[config.mk]
export PLATFORM = sky130hd
export DESIGN_NAME = axi_lite_master
export DESIGN_NICKNAME = d
export VERILOG_FILES = /design/src/rtl/axi_lite_master.sv
export SDC_FILE = /design/constraint.sdc
export NUM_CORES = 1
export LEC_CHECK = 0
export ABC_AREA = 1
export CAP_MARGIN = 20
export CELL_PAD_IN_SITES_DETAIL_PLACEMENT = 0
export CELL_PAD_IN_SITES_GLOBAL_PLACEMENT = 2
export CORE_MARGIN = 2
export CORE_UTILIZATION = 23
export CTS_CLUSTER_DIAMETER = 100
export DETAILED_ROUTE_END_ITERATION = 8
export GPL_ROUTABILITY_DRIVEN = 1
export PLACE_DENSITY = 0.76
export SYNTH_ARGS = -nofsm -noshare
export SYNTH_HDL_FRONTEND = slang
export SYNTH_SLANG_ARGS = --single-unit
[constraint.sdc]
create_clock -name apb_clk -period 1.5 [get_ports apb_clk]
set_input_delay 0.3 -clock apb_clk [delete_from_list [all_inputs] [get_ports apb_clk]]
set_output_delay 0.3 -clock apb_clk [all_outputs]
set_load 0.02 [all_outputs]
[src/rtl/axi_lite_master.sv]
// AXI-Lite master for the APB-to-AXI-Lite bridge: runs one AW/W/B or AR/R transaction
// per start request and returns read data, response code and a completion pulse.
module axi_lite_master #(
   parameter int unsigned AW_APB = 32,
   parameter int unsigned DW_APB = 32
) (
   input  logic                  apb_clk,
   input  logic                  sys_aresetn,
   input  logic                  start_write,
   input  logic                  start_read,
   input  logic [AW_APB-1:0]     address,
   input  logic [DW_APB-1:0]     write_data,
   input  logic [DW_APB/8-1:0]   be,
   input  logic [2:0]            prot,
   output logic [DW_APB-1:0]     read_data,
   output logic                  read_data_valid,
   output logic                  done_write,
   output logic [1:0]            resp,
   output logic                  busy,
   output logic [AW_APB-1:0]     m_axi_awaddr,
   output logic [2:0]            m_axi_awprot,
   output logic                  m_axi_awvalid,
   input  logic                  m_axi_awready,
   output logic [DW_APB-1:0]     m_axi_wdata,
   output logic [DW_APB/8-1:0]   m_axi_wstrb,
   output logic                  m_axi_wvalid,
   input  logic                  m_axi_wready,
   input  logic [1:0]            m_axi_bresp,
   input  logic                  m_axi_bvalid,
   output logic                  m_axi_bready,
   output logic [AW_APB-1:0]     m_axi_araddr,
   output logic [2:0]            m_axi_arprot,
   output logic                  m_axi_arvalid,
   input  logic                  m_axi_arready,
   input  logic [DW_APB-1:0]     m_axi_rdata,
   input  logic [1:0]            m_axi_rresp,
   input  logic                  m_axi_rvalid,
   output logic                  m_axi_rready
);

   typedef enum logic [2:0] {StIdle, StWrReq, StWrResp, StRdReq, StRdResp} state_e;

   state_e              state_q, state_d;
   logic [AW_APB-1:0]   awaddr_q, awaddr_d, araddr_q, araddr_d;
   logic [2:0]          awprot_q, awprot_d, arprot_q, arprot_d;
   logic [DW_APB-1:0]   wdata_q, wdata_d, rdata_q, rdata_d;
   logic [DW_APB/8-1:0] wstrb_q, wstrb_d;
   logic                awvalid_q, awvalid_d, wvalid_q, wvalid_d, bready_q, bready_d;
   logic                arvalid_q, arvalid_d, rready_q, rready_d;
   logic                aw_done_q, aw_done_d, w_done_q, w_done_d;
   logic                rdv_q, rdv_d, done_q, done_d, busy_q, busy_d;
   logic [1:0]          resp_q, resp_d;

   always_comb begin
      state_d   = state_q;
      awaddr_d  = awaddr_q;
      awprot_d  = awprot_q;
      araddr_d  = araddr_q;
      arprot_d  = arprot_q;
      wdata_d   = wdata_q;
      wstrb_d   = wstrb_q;
      rdata_d   = rdata_q;
      awvalid_d = awvalid_q;
      wvalid_d  = wvalid_q;
      bready_d  = bready_q;
      arvalid_d = arvalid_q;
      rready_d  = rready_q;
      aw_done_d = aw_done_q;
      w_done_d  = w_done_q;
      resp_d    = resp_q;
      busy_d    = busy_q;
      rdv_d     = 1'b0;
      done_d    = 1'b0;
      case (state_q)
         StIdle: begin
            // Write has priority; a simultaneous read request is dropped.
            if (start_write) begin
               awaddr_d  = address;
               awprot_d  = prot;
               wdata_d   = write_data;
               wstrb_d   = be;
               awvalid_d = 1'b1;
               wvalid_d  = 1'b1;
               busy_d    = 1'b1;
               state_d   = StWrReq;
            end else if (start_read) begin
               araddr_d  = address;
               arprot_d  = prot;
               arvalid_d = 1'b1;
               busy_d    = 1'b1;
               state_d   = StRdReq;
            end
         end
         StWrReq: begin
            aw_done_d = aw_done_q | (awvalid_q & m_axi_awready);
            w_done_d  = w_done_q | (wvalid_q & m_axi_wready);
            if (awvalid_q && m_axi_awready) awvalid_d = 1'b0;
            if (wvalid_q && m_axi_wready) wvalid_d = 1'b0;
            if (aw_done_d && w_done_d) begin
               aw_done_d = 1'b0;
               w_done_d  = 1'b0;
               bready_d  = 1'b1;
               state_d   = StWrResp;
            end
         end
         StWrResp: begin
            if (m_axi_bvalid && bready_q) begin
               resp_d   = m_axi_bresp;
               done_d   = 1'b1;
               bready_d = 1'b0;
               busy_d   = 1'b0;
               state_d  = StIdle;
            end
         end
         StRdReq: begin
            if (arvalid_q && m_axi_arready) begin
               arvalid_d = 1'b0;
               rready_d  = 1'b1;
               state_d   = StRdResp;
            end
         end
         StRdResp: begin
            if (m_axi_rvalid && rready_q) begin
               rdata_d  = m_axi_rdata;
               resp_d   = m_axi_rresp;
               rdv_d    = 1'b1;
               rready_d = 1'b0;
               busy_d   = 1'b0;
               state_d  = StIdle;
            end
         end
         default: state_d = StIdle;
      endcase
   end

   always_ff @(posedge apb_clk or negedge sys_aresetn) begin
      if (!sys_aresetn) begin
         state_q   <= StIdle;
         awaddr_q  <= '0;
         awprot_q  <= '0;
         araddr_q  <= '0;
         arprot_q  <= '0;
         wdata_q   <= '0;
         wstrb_q   <= '0;
         rdata_q   <= '0;
         awvalid_q <= 1'b0;
         wvalid_q  <= 1'b0;
         bready_q  <= 1'b0;
         arvalid_q <= 1'b0;
         rready_q  <= 1'b0;
         aw_done_q <= 1'b0;
         w_done_q  <= 1'b0;
         resp_q    <= '0;
         busy_q    <= 1'b0;
         rdv_q     <= 1'b0;
         done_q    <= 1'b0;
      end else begin
         state_q   <= state_d;
         awaddr_q  <= awaddr_d;
         awprot_q  <= awprot_d;
         araddr_q  <= araddr_d;
         arprot_q  <= arprot_d;
         wdata_q   <= wdata_d;
         wstrb_q   <= wstrb_d;
         rdata_q   <= rdata_d;
         awvalid_q <= awvalid_d;
         wvalid_q  <= wvalid_d;
         bready_q  <= bready_d;
         arvalid_q <= arvalid_d;
         rready_q  <= rready_d;
         aw_done_q <= aw_done_d;
         w_done_q  <= w_done_d;
         resp_q    <= resp_d;
         busy_q    <= busy_d;
         rdv_q     <= rdv_d;
         done_q    <= done_d;
      end
   end

   assign read_data       = rdata_q;
   assign read_data_valid = rdv_q;
   assign done_write      = done_q;
   assign resp            = resp_q;
   assign busy            = busy_q;
   assign m_axi_awaddr    = awaddr_q;
   assign m_axi_awprot    = awprot_q;
   assign m_axi_awvalid   = awvalid_q;
   assign m_axi_wdata     = wdata_q;
   assign m_axi_wstrb     = wstrb_q;
   assign m_axi_wvalid    = wvalid_q;
   assign m_axi_bready    = bready_q;
   assign m_axi_araddr    = araddr_q;
   assign m_axi_arprot    = arprot_q;
   assign m_axi_arvalid   = arvalid_q;
   assign m_axi_rready    = rready_q;

endmodule
==> results.yml <==
outcome:
  status: "complete, no violations"
placed_design:
  pre_cts_slack_ps: -151
  gp_congestion: 0.714
  numPortBuffers: 263
  post-dp-hpwl_mm: 13.3
timing:
  period_needed_ps: 1450
  tightest_slew_ps: 373
  finalHoldViolations: 0
  setup_slack_ps: 54.1
  hold_ws_ps: 357
  rsz0062_at_grt: "false"
  fin_skew_ps: 11.3
  period_share_pct: 96.4
  fmax_mhz: 692
  setup_viol: 0
  maxSlewHeadroom_pct: 75.2
  final-max-slew-violation-count: 0
synth:
  avgSynthCellArea_sq_um: 9.11
  ys_seq_area_share_pct: 64.3
  yosys_warnings: 0
  ys_ff_latch: 153
  syn-num-nets: 770
  ys_types: 22
  synth_area_sq_um: 5960
  synth.area.top_cells: "dfrtp_1, nand2_1, o21ai_0"
  synth_top_cell_by_area: "dfrtp_1"
  synthCells: 654
  synth_top_area_share_pct: 64.3
floorplanning:
  rows: 58
  die_y_um: 165
  die_area_sq_um: 27200
  pin_count: 264
  initial_core_util_pct: 23.5
  coreArea_sq_um: 25300
  die_w_um: 165
cells_and_area:
  area_delta_synth_final_pct: 62.2
  multi_input_area_sq_um: 1760
  regArea_sq_um: 3830
  layout.nets: 1057
  layout-drive-gt1-share_pct: 8.60
  n_fill_cell: 2596
  fin_util_pct: 38.1
  antenna_cells: 0
route:
  wl_mm: 18.2
  drtIter0Drc: 209
  vias: 5066
  viasPerCell: 3.95
  drtAntennaViolNets: 0
  dr.pass1.iters: 6
  wl_per_cell_um: 14.2
  drc: 0
clock_network:
  cts_buffers: 17
  clockRootBuffer: "clkbuf_16"
  max-clock-path-buffers: 2
  postCtsSetupBuffers: 0
  cts_tree: "done"
  numClockSinks: 153
  clk_pin_slew_ps: 70
  clk_latency_ps: 420
  htree_levels: 4
power_and_ir_drop:
  p_clk_share_pct: 21.3
  p_sw_share_pct: 42.2
  combinationalPowerShare_pct: 44.3
  power.density_nw_per_um2: 2130
  p_switching_uw: 8690
  p_int_uw: 11900
  peakVddDrop_mv: 0.756
  p_leak_uw: 0.00510
  seqPwrFrac_pct: 34.3
critical_path:
  start_kind: "flip-flop"
  path_buf_inv: 1
  worstPathCellList: "dlygate4sd2_1"
  cpPeakStageDelay_ps: 400
  required_ps: 1200
  cp-end-kind: "output port"
  crit_fanout: 2
  path_delay_family: "flip-flops"
  slowest_stage: "dfrtp_1"
  criticalPathCategory: "flip-flop to output port"
  arrival_ps: 1150
flow_run:
  cap_viol_max_count: 0
global_routing:
  grt_max_degree: 57
  antenna_found_initial: 0
  grt_pass1_wl_mm: 28.5
  first_global_vias: 5108
  grt_overflow: 0
  grtUsageTotal_pct: 13.6
hold_path:
  hold_path_class: "primary input to asynchronous set/reset pin"
logic make-up (layout without fill, tap and decap cells):
| kind of cell | count (synthesis) | in the layout | synth area share, % |
|---|---|---|---|
| flip-flops | 153 | 153 | 64.3 |
| AND/OR/NAND/NOR | 339 | 339 | 22.4 |
| buffers and inverters | 78 | 378 | 6.22 |
| AO/OA/AOI/OAI | 84 | 84 | 7.08 |
final timing paths:
path / depth (start not counted) / startpoint / slack (ps) / endpoint
min reg2reg: 2 / read_data[25] / 460 / read_data[25]
min: 2 / sys_aresetn / 360 / m_axi_awaddr[2]
max reg2reg: 6 / state_q[0] / 130 / resp[0]
max: 1 / m_axi_araddr[29] / 50 / m_axi_araddr[29]
min in group apb_clk: 3 / write_data[24] / 410 / m_axi_wdata[24]
max in group asynchronous: 3 / sys_aresetn / 610 / read_data[14]
per-layer routing:
layer / part of all wire, % / GRT usage (%) / vias up
li1: - / - / 2594
met1: 44 / 17.2 / 2290
met2: 46 / 21.6 / 172
met3: 9.2 / 5.17 / 10
met4: 0.96 / 3.75 / 0
met5: 0 / 0 / -
state kept, by name (all words and copies together), names as in the netlist, 2 cells and up:
| signal | count |
|---|---|
| m_axi_araddr | 32 |
| m_axi_awaddr | 32 |
| m_axi_wdata | 32 |
| read_data | 32 |
| m_axi_wstrb | 4 |
| m_axi_arprot | 3 |
| m_axi_awprot | 3 |
| state_q | 3 |
| resp | 2 |
power by group through the flow:
| stage | sequential (uW) | combinational, uW | clock, uW |
|---|---|---|---|
| floorplan | 9470 | 2810 | 0 |
| global placement | 7190 | 10500 | 0 |
| detailed placement | 7200 | 10600 | 0 |
| CTS | 7090 | 9250 | 4540 |
| global route | 7360 | 10100 | 4750 |
| finish | 7070 | 9130 | 4390 |
cell type report:
type / instances / area share, %
repair buffers: 297 / 29.4
well taps: 330 / 4.28
multi-input cells: 423 / 18.3
inverters: 49 / 1.93
clock inverters: 15 / 2.01
clock buffers: 17 / 4.40
flip-flops and latches: 153 / 39.7
cell usage after synthesis (all sizes together):
master and n:
nand4 2, o21ai 79, buf 27, nor2 14, nand2 314, dfrtp 153, clkbuf 2, and2 2
a21oi 4, nand3 7, inv 49, o22ai 1
timing repair:
| item | CTS | global route |
|---|---|---|
| cloned | 0 | 1 |
| endpoints found under the hold margin | 26 | 0 |
| resized for setup | 149 | 20 |
| pin swaps | 0 | 1 |
| endpoints found under the setup margin | 148 | 29 |
| hold buffers | 1 | 0 |
cells in the final DEF, fill, tap and decap left out, drive strengths merged:
cell	n
dlygate4sd3	1
o21ai	79
nand3	7
clkdlybuf4s15	12
buf	33
dlygate4sd2	134
a21oi	4
nand4	2
dfrtp	153
and2	2
nor2	14
o22ai	1
clkbuf	20
clkinv	9
nand2	314
inv	55
clkdlybuf4s50	114
per-stage QoR:
stage,power (uW),std cells,TNS [ps],cell area [sq um]
after floorplan,12300,654,0,5960
after global placement,17700,1250,-7690,9180
after detailed placement,17800,1250,-11910,9180
after CTS,20900,1283,0,9620
after global routing,22200,1284,0,9660
final,20600,1284,0,9660
Power figures use the tool's default switching activity.
